`config.mk`:
```
export PLATFORM = sky130hd
export DESIGN_NAME = logdrop_window_seq
export DESIGN_NICKNAME = d
export VERILOG_FILES = /design/src/rtl/logdrop_window_seq_pkg.sv /design/src/rtl/logdrop_window_seq_window.sv /design/src/rtl/logdrop_window_seq.sv
export SDC_FILE = /design/constraint.sdc
export NUM_CORES = 1
export LEC_CHECK = 0
export CORE_ASPECT_RATIO = 0.9
export CORE_MARGIN = 2
export CORE_UTILIZATION = 31
export CTS_CLUSTER_DIAMETER = 100
export DETAILED_ROUTE_END_ITERATION = 8
export PLACE_DENSITY = 0.54
export SLEW_MARGIN = 0
export SYNTH_ARGS = -nofsm -noshare
export SYNTH_HDL_FRONTEND = slang
export SYNTH_SLANG_ARGS = --single-unit
export TNS_END_PERCENT = 10
```
`constraint.sdc`:
```
create_clock -name i_clk -period 1.4 [get_ports i_clk]
set_input_delay 0.14 -clock i_clk [delete_from_list [all_inputs] [get_ports i_clk]]
set_output_delay 0.14 -clock i_clk [all_outputs]
set_load 0.02 [all_outputs]
```
`src/rtl/logdrop_window_seq_pkg.sv`:
```
// Shared types and constants for the logdrop window sequencer.
//   state_e : sequencer state (IDLE / RUN), 1 bit
//   NWIN_W  : width of the completed-window counter
package logdrop_window_seq_pkg;

    typedef enum logic {
        IDLE = 1'b0,
        RUN  = 1'b1
    } state_e;

    localparam int unsigned NWIN_W = 16;

endpackage

```
`src/rtl/logdrop_window_seq_window.sv`:
```
// logdropWindow: combinational log-drop window.
// The sample is attenuated by one binary step (right shift) for every bit of
// the time index's bit-length, so y = x >> bitlen(t), where bitlen(0) = 0.
// The attenuation therefore grows logarithmically across the window.
//   i_t : in-window time index, $clog2(WINLEN) bits
//   i_x : input sample, DATA_W bits
//   o_y : windowed sample, DATA_W bits
// ABSTRACT_MODEL selects a behavioural bit-length search (non-zero) or a
// thermometer-driven shift cascade (zero); both give identical results.
module logdropWindow #(
    parameter int DATA_W         = 8,
    parameter int WINLEN         = 256,
    parameter int ABSTRACT_MODEL = 0
) (
    input  logic [$clog2(WINLEN)-1:0] i_t,
    input  logic [DATA_W-1:0]         i_x,
    output logic [DATA_W-1:0]         o_y
);

    localparam int T_W   = $clog2(WINLEN);
    localparam int LEN_W = $clog2(T_W + 1);

    generate
        if (ABSTRACT_MODEL != 0) begin : g_abstract
            logic [LEN_W-1:0] len;

            always_comb begin
                len = '0;
                for (int unsigned i = 0; i < T_W; i++) begin
                    if (i_t[i]) begin
                        len = LEN_W'(i + 1);
                    end
                end
                o_y = i_x >> len;
            end
        end else begin : g_struct
            // th[i] is set when any bit at or above i is set; its popcount is
            // the bit-length, so one 1-bit shift per set stage gives x >> len.
            logic [T_W-1:0]    th;
            logic [DATA_W-1:0] stage [T_W+1];

            always_comb begin
                th[T_W-1] = i_t[T_W-1];
                for (int i = T_W - 2; i >= 0; i--) begin
                    th[i] = th[i+1] | i_t[i];
                end
            end

            assign stage[0] = i_x;

            for (genvar g = 0; g < T_W; g++) begin : g_stage
                assign stage[g+1] = th[g] ? (stage[g] >> 1) : stage[g];
            end

            assign o_y = stage[T_W];
        end
    endgenerate

endmodule

```
`src/rtl/logdrop_window_seq.sv`:
```
// logdrop_window_seq: sequencer around the logdropWindow datapath.
// Accepts a valid/ready sample stream, tags each accepted sample with its
// in-window time index t, windows it, and presents the result through a
// registered valid/ready output with first/last window markers.
//   i_clk, i_rst           : clock, asynchronous active-high reset
//   i_start / i_stop       : begin a window (IDLE) / abort a window (RUN)
//   i_continuous           : at window end, 1 = start next window, 0 = IDLE
//   i_x, i_x_valid, o_x_ready : input sample stream
//   o_y, o_t, o_first, o_last, o_y_valid, i_y_ready : output stream
//   o_busy                 : sequencer is in RUN
//   o_nWindows             : completed windows, wraps at 2**16
module logdrop_window_seq
    import logdrop_window_seq_pkg::*;
#(
    parameter int DATA_W         = 8,
    parameter int LOG2_WINLEN    = 8,
    parameter int ABSTRACT_MODEL = 0
) (
    input  logic                   i_clk,
    input  logic                   i_rst,
    input  logic                   i_start,
    input  logic                   i_stop,
    input  logic                   i_continuous,
    input  logic [DATA_W-1:0]      i_x,
    input  logic                   i_x_valid,
    output logic                   o_x_ready,
    output logic [DATA_W-1:0]      o_y,
    output logic [LOG2_WINLEN-1:0] o_t,
    output logic                   o_first,
    output logic                   o_last,
    output logic                   o_y_valid,
    input  logic                   i_y_ready,
    output logic                   o_busy,
    output logic [NWIN_W-1:0]      o_nWindows
);

    localparam int WINLEN = 2 ** LOG2_WINLEN;

    state_e                  state_q, state_d;
    logic [LOG2_WINLEN-1:0]  t_q, t_d;
    logic [NWIN_W-1:0]       nwin_q, nwin_d;

    logic [DATA_W-1:0]       y_q;
    logic [LOG2_WINLEN-1:0]  ot_q;
    logic                    first_q, last_q, yv_q;

    logic                    x_ready;
    logic                    accept;
    logic                    t_is_last;
    logic [DATA_W-1:0]       win_y;

    logdropWindow #(
        .DATA_W         (DATA_W),
        .WINLEN         (WINLEN),
        .ABSTRACT_MODEL (ABSTRACT_MODEL)
    ) u_window (
        .i_t (t_q),
        .i_x (i_x),
        .o_y (win_y)
    );

    assign t_is_last = (t_q == '1);

    // State register (also holds the t counter and window count).
    always_ff @(posedge i_clk or posedge i_rst) begin
        if (i_rst) begin
            state_q <= IDLE;
            t_q     <= '0;
            nwin_q  <= '0;
        end else begin
            state_q <= state_d;
            t_q     <= t_d;
            nwin_q  <= nwin_d;
        end
    end

    // Next-state logic.
    always_comb begin
        state_d = state_q;
        t_d     = t_q;
        nwin_d  = nwin_q;
        unique case (state_q)
            IDLE: begin
                if (i_start && !i_stop) begin
                    state_d = RUN;
                    t_d     = '0;
                end
            end
            RUN: begin
                if (i_stop) begin
                    state_d = IDLE;
                    t_d     = '0;
                end else if (accept) begin
                    t_d = t_q + 1'b1;
                    if (t_is_last) begin
                        nwin_d = nwin_q + 1'b1;
                        if (!i_continuous) begin
                            state_d = IDLE;
                        end
                    end
                end
            end
            default: begin
                state_d = IDLE;
                t_d     = '0;
            end
        endcase
    end

    // Output logic; i_stop gates ready so an abort never accepts a sample.
    always_comb begin
        o_busy  = (state_q == RUN);
        x_ready = (state_q == RUN) && !i_stop && (!yv_q || i_y_ready);
        accept  = i_x_valid && x_ready;
    end

    // Output register: loads on accept, otherwise drains when downstream is ready.
    always_ff @(posedge i_clk or posedge i_rst) begin
        if (i_rst) begin
            y_q     <= '0;
            ot_q    <= '0;
            first_q <= 1'b0;
            last_q  <= 1'b0;
            yv_q    <= 1'b0;
        end else if (accept) begin
            y_q     <= win_y;
            ot_q    <= t_q;
            first_q <= (t_q == '0);
            last_q  <= t_is_last;
            yv_q    <= 1'b1;
        end else if (i_y_ready) begin
            yv_q    <= 1'b0;
        end
    end

    assign o_x_ready  = x_ready;
    assign o_y        = y_q;
    assign o_t        = ot_q;
    assign o_first    = first_q;
    assign o_last     = last_q;
    assign o_y_valid  = yv_q;
    assign o_nWindows = nwin_q;

endmodule

```
==> flow_summary.yaml, run 1 <==
final_layout:
  nNetsFinal: 358
  final_util: 0.506
  layout_common_cells: "buf_4, dfrtp_1, dlygate4sd2_1"
  multi_input_area_um2: 1280
  syn_to_final_growth_pct: 56.6
  regArea_um2: 1110
  drive_gt1_frac: 0.343
  diodes: 0
  instances_no_fill: 434
  layout_commonest_cell: "buf_4"
  fill_cells: 682
sta:
  period_share: 1.11
  setup_violations: 27
  maxSlewHeadroom: 0.685
  tns_ns: -1.89
  drv_slew: 0
  worst_slack_ns: -0.150
  hold_viol: 0
  worst_pin_slew_ns: 0.472
  skew_ns: 0.00480
  rsz0062_at_grt: "true"
  whs_ns: 0.171
  min_period_ns: 1.55
  max_freq_mhz: 645
global_routing:
  grt_usage: 0.161
  grt_pass1_wl_um: 10200
  grt_max_degree: 45
  grt_pass1_vias: 2032
  antenna_found_initial: 0
  grt_remaining_overflow: 0
synth:
  synth_area_um2: 2310
  synthArstFlopShare: 1.00
  ys_types: 41
  syn_nets: 250
  synthFlopType: "dfrtp_1"
  syn_area_per_cell_um2: 9.96
  yosysWarnings: 0
  synth_edf_count: 0
  synthCells: 232
  yosys_register_bits: 44
  ys_seq_area_frac: 0.476
route:
  ant_nets: 0
  vias_per_cell: 4.75
  wl_per_cell_um: 13.6
  vias: 2061
  drtPass1Iterations: 4
  wl_um: 5910
  drtIter0Drc: 96
  drc: 0
outcome:
  status: "finished, violations left"
  violations: "negative setup slack"
worst_hold_path:
  min_path_type: "in -> async"
die:
  io_pins: 52
  die_h_um: 85.9
  die-area_um2: 8160
  start_util: 0.323
  std_cell_rows: 29
  die-width_um: 95.0
  core_area_um2: 7150
power:
  leakagePower_uw: 0.00180
  powerDensity_nw_per_um2: 779
  ir_worst_vdd_v: 0.000363
  total_power_uw: 2820
place:
  dp_hpwl_um: 4460
  gp_routability_congestion: 0.840
  dp.cells: 420
  io_buffers: 51
setup_path:
  arrival_ns: 1.78
  cp-start-kind: "primary input"
  end_kind: "flop"
  crit_path_max_fanout: 4
  critPathRequiredTime_ns: 1.63
  path_class: "in -> reg"
clock_network:
  worstSkewPairLatency_ns: 0.30
  cts_tree: "built"
  clockBufferDepth: 2
  htreeDepth: 2
  clk_pin_slew_ns: 0.08
  clock-sinks: 44
  cts_buffers: 5
  cts_root_buf: "clkbuf_8"
run:
  maxCapViolCount: 0
[metal layers]
metal | vias up | wire length, um | GRT usage
li1 | 1037 | - | -
met1 | 980 | 2860 | 0.234
met2 | 39 | 2750 | 0.244
met3 | 5 | 228 | 0.0281
met4 | 0 | 67 | 0.0514
met5 | - | 0 | 0
[Yosys cell counts, types with 5 or more instances]
cell      count  area share
mux2_2        8       0.039
nand4_1       6       0.016
xnor2_1      15       0.057
nor2_1       15       0.024
nor3_1        7       0.015
a21oi_1       8       0.017
xor2_1        5       0.019
nand3_1      10       0.022
buf_2         5       0.011
nand2_1      30       0.049
clkbuf_1      5      0.0081
mux2i_1       7       0.030
dfrtp_1      44        0.48
o21ai_0      17       0.037
[critical path, cell delays in order]
cell and delay, ns:
clkdlybuf4s50_1 0.46, and2b_2 0.29, nand3_4 0.11, or3_4 0.42
buf_6 0.14, nor2_4 0.07, xor2_1 0.15
[per-stage QoR]
step	cell area [um^2]	setup WS (ns)
floorplan	2320	-0.232
global placement	3320	-0.470
detailed placement	3320	-0.485
CTS	3550	-0.129
global route	3620	-0.206
finish	3620	-0.150
[final cells by class]
| type | count | area share |
|---|---|---|
| flip-flops and latches | 44 | 0.306 |
| well taps | 93 | 0.0321 |
| multi-input cells | 169 | 0.354 |
| clock buffers | 7 | 0.0239 |
| repair buffers | 115 | 0.277 |
| clock inverters | 1 | 0.00207 |
| inverters | 5 | 0.00518 |
[cells by family after synthesis]
logic type      count (synthesis)  share of synthesized area
flops                          44                      0.476
xor+xnor                       20                     0.0758
simple gates                   93                      0.218
fa+ha+maj                       3                     0.0162
compound gates                 38                      0.103
mux                            15                     0.0693
buf+inv                        19                     0.0417
[registers in the layout, summed over array words and instances, names as in the netlist]
signal and flops:
o_busy 1, o_first 1, o_last 1, o_t 8, o_y_valid 1, o_y 8
o_nWindows 16, t_q 8
[timing repair]
action                     in CTS  in global routing
hold buffers                    0                  0
pin swaps                      12                  5
resized for setup              73                 15
setup endpoints to repair      80                 44
cloned                          0                  0
buffers inserted                4                  2
hold endpoints to repair        0                  0
[where the power goes]
| group | total, uW | switching [uW] | internal [uW] |
|---|---|---|---|
| Sequential | 1390 | 45.6 | 1350 |
| Clock | 839 | 438 | 401 |
| Combinational | 586 | 312 | 274 |
[path summary, 6_finish.rpt]
check	start	to	slack, ns	cells past startpoint
worst max-delay path	i_stop	o_nWindows[10]$_DFFE_PP0P_	-0.15	7
worst min-delay path	i_rst	o_nWindows[15]$_DFFE_PP0P_	0.17	3
worst max register to register	t_q[0]$_DFFE_PP0P_	o_nWindows[10]$_DFFE_PP0P_	-0.14	7
worst min register to register	o_nWindows[15]$_DFFE_PP0P_	o_nWindows[15]$_DFFE_PP0P_	0.48	1
max in group asynchronous	i_rst	o_nWindows[3]$_DFFE_PP0P_	1.00	3
min in group i_clk	i_continuous	o_busy$_DFF_PP0_	0.46	3
Power figures use the tool's default switching activity.
==> inputs of run 2 (changes only) <==
PLACE_DENSITY = default   (was 0.54)
PLACE_DENSITY_LB_ADDON = 0.3   (was default)
REMOVE_ABC_BUFFERS = 1   (was default)
==> run 2 against run 1 <==
Against the previous run:
- the flow still finishes with violations (negative setup slack)
- core utilization down 0.93 points
- register-to-register slack better by 0.03 ns
- setup slack better by 0.033 ns
- power up 0.25%
- clock-buffer cell count unchanged
- critical path depth down 3
- clock skew up 0.0053 ns
- hold slack better by 0.013 ns
- sequential power about the same
- die area unchanged
- maximum frequency up 2.2%
- via count down 1.2%
- critical path type is now reg -> out
- critical endpoint is now o_x_ready
- largest cell class unchanged
==> flow_summary.yaml, run 2 (synthesis gave the netlist of run 1 again) <==
power:
  total_power_uw: 2830
  powerDensity_nw_per_um2: 795
  ir_worst_vdd_v: 0.000284
  leakagePower_uw: 0.00184
global_routing:
  grt_pass1_vias: 2004
  use_met1: 0.217
  grt_max_degree: 45
  grt_remaining_overflow: 0
  grt_pass1_wl_um: 9800
  grt.busiest_layer: "met2"
  global_route.usage.met3: 0.0264
  met2_usage: 0.239
  grt_usage: 0.151
  antenna_found_initial: 0
setup_path:
  crit_path_max_fanout: 2
  r2r-end: "o_nWindows[3]$_DFFE_PP0P_"
  cp-start-kind: "flop"
  cp-endpoint: "o_x_ready"
  reg2reg_slack_ns: -0.11
  critPathRequiredTime_ns: 1.26
  crit_start: "o_busy$_DFF_PP0_"
  path_class: "reg -> out"
  arrival_ns: 1.38
  r2r_cells: 5
  end_kind: "output port"
  crit-reg2reg-launch: "t_q[0]$_DFFE_PP0P_"
die:
  start_util: 0.323
  die-area_um2: 8160
  io_pins: 52
  die-width_um: 95.0
  die_h_um: 85.9
  std_cell_rows: 29
  core_area_um2: 7150
clock_network:
  clk_pin_slew_ns: 0.09
  cts_tree: "built"
  postCtsHoldBufs: 0
  cts_root_buf: "clkbuf_8"
  clockBufferDepth: 2
  worstSkewPairLatency_ns: 0.30
  clock-sinks: 44
  cts_buffers: 5
  htreeDepth: 2
route:
  vias: 2036
  wl_per_cell_um: 13.4
  drtPass1Iterations: 4
  drtIter0Drc: 140
  drc: 0
  wl_um: 5720
  vias_per_cell: 4.77
  ant_nets: 0
sta:
  period_share: 1.08
  worst_slack_ns: -0.117
  min_period_ns: 1.52
  setup_violations: 27
  max_freq_mhz: 659
  hold_viol: 0
  maxSlewHeadroom: 0.793
  rsz0062_at_grt: "true"
  worst_pin_slew_ns: 0.311
  skew_ns: 0.0101
  drv_slew: 0
place:
  place_area_um2: 3270
  dp_hpwl_um: 4270
  gp_routability_congestion: 0.849
  io_buffers: 51
final_layout:
  layout_commonest_cell: "buf_4"
  largest_reg_flops: 16
  syn_to_final_growth_pct: 53.8
  drive_gt1_frac: 0.317
  layout_common_cells: "buf_4, dfrtp_1, nand2_1"
  final_cell_area_um2: 3550
  diodes: 0
  fill_cells: 671
  nNetsFinal: 351
outcome:
  violations: "negative setup slack"
  status: "finished, violations left"
run:
  maxCapViolCount: 0
worst_hold_path:
  min_path_type: "in -> async"
run 2: worst min-delay path by stage:
stage / startpoint / to / slack (ns) / cells after the start
detailed placement: o_nWindows[15]$_DFFE_PP0P_ / o_nWindows[15]$_DFFE_PP0P_ / 0.46 / 1
floorplan: i_stop / o_busy$_DFF_PP0_ / 0.21 / 1
finish: i_rst / o_nWindows[4]$_DFFE_PP0P_ / 0.18 / 3
global placement: o_nWindows[15]$_DFFE_PP0P_ / o_nWindows[15]$_DFFE_PP0P_ / 0.46 / 1
global route: i_rst / o_t[6]$_DFFE_PP0P_ / 0.24 / 3
CTS: i_rst / o_t[7]$_DFFE_PP0P_ / 0.20 / 3
run 2: per-stage QoR:
step,utilization,setup WS (ns),hold WS [ns],std cells,setup TNS (ns)
finish,0.497,-0.117,0.184,427,-1.71
floorplan,-,-0.515,0.206,218,-9.42
global route,0.497,-0.236,0.238,427,-4.54
detailed placement,0.458,-0.539,0.464,415,-15.67
global placement,0.458,-0.535,0.462,415,-15.03
CTS,0.481,-0.162,0.197,426,-2.20
run 2: critical path: stages (launching register included):
cell and delay, ns:
dfrtp_1 0.39, and2b_2 0.22, buf_4 0.14, and2_1 0.18
buf_4 0.16
run 2: what timing repair did:
action                                 CTS  global route
gates resized for setup                 56            27
setup endpoints to repair               69            46
buffers inserted                         3             1
pin swaps                                9             7
endpoints found under the hold margin    0             0
run 2: power by group:
part / internal, uW / switching [uW]
Combinational: 297 / 310
Clock: 401 / 424
Sequential: 1350 / 44.8
Total: 2050 / 779
run 2: final cells by class:
cell class	count	area, um^2	share of cell area
Timing Repair Buffer	108	960	0.270
Multi-Input combinational cell	169	1260	0.355
Sequential cell	44	1100	0.310
Clock inverter	1	7.51	0.00211
Clock buffer	7	86.3	0.0243
Inverter	5	18.8	0.00528
Tap cell	93	116	0.0327
run 2: routing by layer:
layer  up-vias  wire, um
met1       982      2700
met2        39      2750
li1       1011         -
met5         -         0
met3         4       215
met4         0        54
==> inputs of run 3 (changes only) <==
MAX_ROUTING_LAYER = met4   (was default)
==> run 3 against run 2 <==
Against the previous run:
- the flow still finishes with violations (negative setup slack)
- clock-buffer cell count unchanged
- final cell count unchanged
- clock power shrank 0.5%
- register-to-register slack barely moved
- core utilization unchanged
- sequential share of layout area stayed put
- via count is 0.20% higher
- critical path depth rose by 1
- clock skew fell by 0.00085 ns
- largest cell class unchanged
- highest routed layer unchanged
==> flow_summary.yaml, run 3 (synthesis gave the netlist of run 1 again) <==
outcome:
  status: "finished, violations left"
  violations: "negative setup slack"
place:
  io_buffers: 51
  dp_hpwl_um: 4270
  dp_slack_ns: -0.539
  gp_routability_congestion: 0.862
die:
  die-width_um: 95.0
  die-area_um2: 8160
  die_h_um: 85.9
  io_pins: 52
  std_cell_rows: 29
  start_util: 0.323
  core_area_um2: 7150
global_routing:
  grt_remaining_overflow: 0
  grt_max_degree: 45
  antenna_found_initial: 0
  grt_usage: 0.156
  grt_pass1_vias: 2006
  grt_pass1_wl_um: 9800
clock_network:
  cts_root_buf: "clkbuf_8"
  clock-sinks: 44
  htreeDepth: 2
  cts_buffers: 5
  clk_pin_slew_ns: 0.09
  clockBufferDepth: 2
  worstSkewPairLatency_ns: 0.29
  cts_tree: "built"
setup_path:
  cp_slowest_stage_delay_ns: 0.44
  end_kind: "flop"
  critPathRequiredTime_ns: 1.62
  r2r_cells: 5
  slowest_stage: "or3_4"
  reg2reg_slack_ns: -0.11
  cp-start-kind: "flop"
  crit_start: "t_q[0]$_DFFE_PP0P_"
  cp_cell_sequence: "ha_2 > nand2_2 > or3_4 > nor2_4 > xor2_1"
  path_class: "reg -> reg"
  r2r-end: "o_nWindows[3]$_DFFE_PP0P_"
  crit_path_max_fanout: 8
  arrival_ns: 1.73
  crit-reg2reg-launch: "t_q[0]$_DFFE_PP0P_"
final_layout:
  largest_reg_flops: 16
  layout_commonest_cell: "buf_4"
  diodes: 0
  final_util: 0.497
  drive_gt1_frac: 0.317
  layout_common_cells: "buf_4, dfrtp_1, nand2_1"
  syn_to_final_growth_pct: 53.8
  nNetsFinal: 351
power:
  ir_worst_vdd_v: 0.000285
  leakagePower_uw: 0.00184
  powerDensity_nw_per_um2: 794
worst_hold_path:
  min_path_type: "in -> async"
sta:
  drv_slew: 0
  max_freq_mhz: 661
  whs_ns: 0.194
  worst_pin_slew_ns: 0.311
  skew_ns: 0.00930
  setup_violations: 27
  period_share: 1.08
  worst_slack_ns: -0.114
  min_period_ns: 1.51
  rsz0062_at_grt: "true"
  hold_viol: 0
  tns_ns: -1.70
  maxSlewHeadroom: 0.793
run:
  maxCapViolCount: 0
route:
  vias: 2040
  drtPass1Iterations: 4
  ant_nets: 0
  route.met2.wl_um: 2750
  wl_um: 5740
  wl_met1_um: 2760
  wl_per_cell_um: 13.4
  wl_met3_um: 188
  vias_per_cell: 4.78
  drtIter0Drc: 120
  drc: 0
  maxUsedRoutingLayer: "met4"
-- run 3: cell counts in the layout (fill, tap and decap cells not counted) --
No cell type changed its count.
-- run 3: layer usage --
metal  vias up  global-route usage
met2        38               0.239
met1       989               0.217
li1       1011                   -
met3         2              0.0246
met5         -                   -
met4         0              0.0356
-- run 3: how the worst max path moves through the flow --
stage / to / slack, ns / depth (start not counted)
floorplan: o_nWindows[12]$_DFFE_PP0P_ / -0.51 / 5
detailed placement: o_y[1]$_DFFE_PP0P_ / -0.54 / 7
CTS: o_y[0]$_DFFE_PP0P_ / -0.16 / 5
global route: o_y[0]$_DFFE_PP0P_ / -0.24 / 5
global placement: o_y[1]$_DFFE_PP0P_ / -0.53 / 7
finish: o_nWindows[3]$_DFFE_PP0P_ / -0.11 / 5
-- run 3: stage by stage --
stage | instances | total power, uW | cell area (um^2)
global placement | 415 | 2020 | 3270
detailed placement | 415 | 2030 | 3270
floorplan | 218 | 1700 | 2230
global route | 427 | 2970 | 3550
CTS | 426 | 2850 | 3440
finish | 427 | 2820 | 3550
-- run 3: cell type report --
class                      count  area [um^2]
sequential                    44         1100
timing repair buffer         108          960
inverter                       5         18.8
clock buffer                   7         86.3
tap                           93          116
fill                         671         3590
multi-input combinational    169         1260
clock inverter                 1         7.51
-- run 3: repair_timing --
action	4_1_cts	5_1_grt
hold buffers	0	0
endpoints found under the hold margin	0	0
gates resized for setup	56	27
setup buffers	3	1
pin swaps	9	7
gates cloned	0	0
endpoints found under the setup margin	69	46
-- run 3: report_power, final --
part	internal (uW)	switching [uW]
Clock	401	420
Sequential	1350	44.7
Combinational	297	310
-- run 3: worst max-delay path: cells and delay by family (launching register included) --
| kind | cells | cell delay (ns) |
|---|---|---|
| flops | 1 | 0.42 |
| fa+ha+maj | 1 | 0.20 |
| simple gates | 3 | 0.66 |
| xor+xnor | 1 | 0.16 |
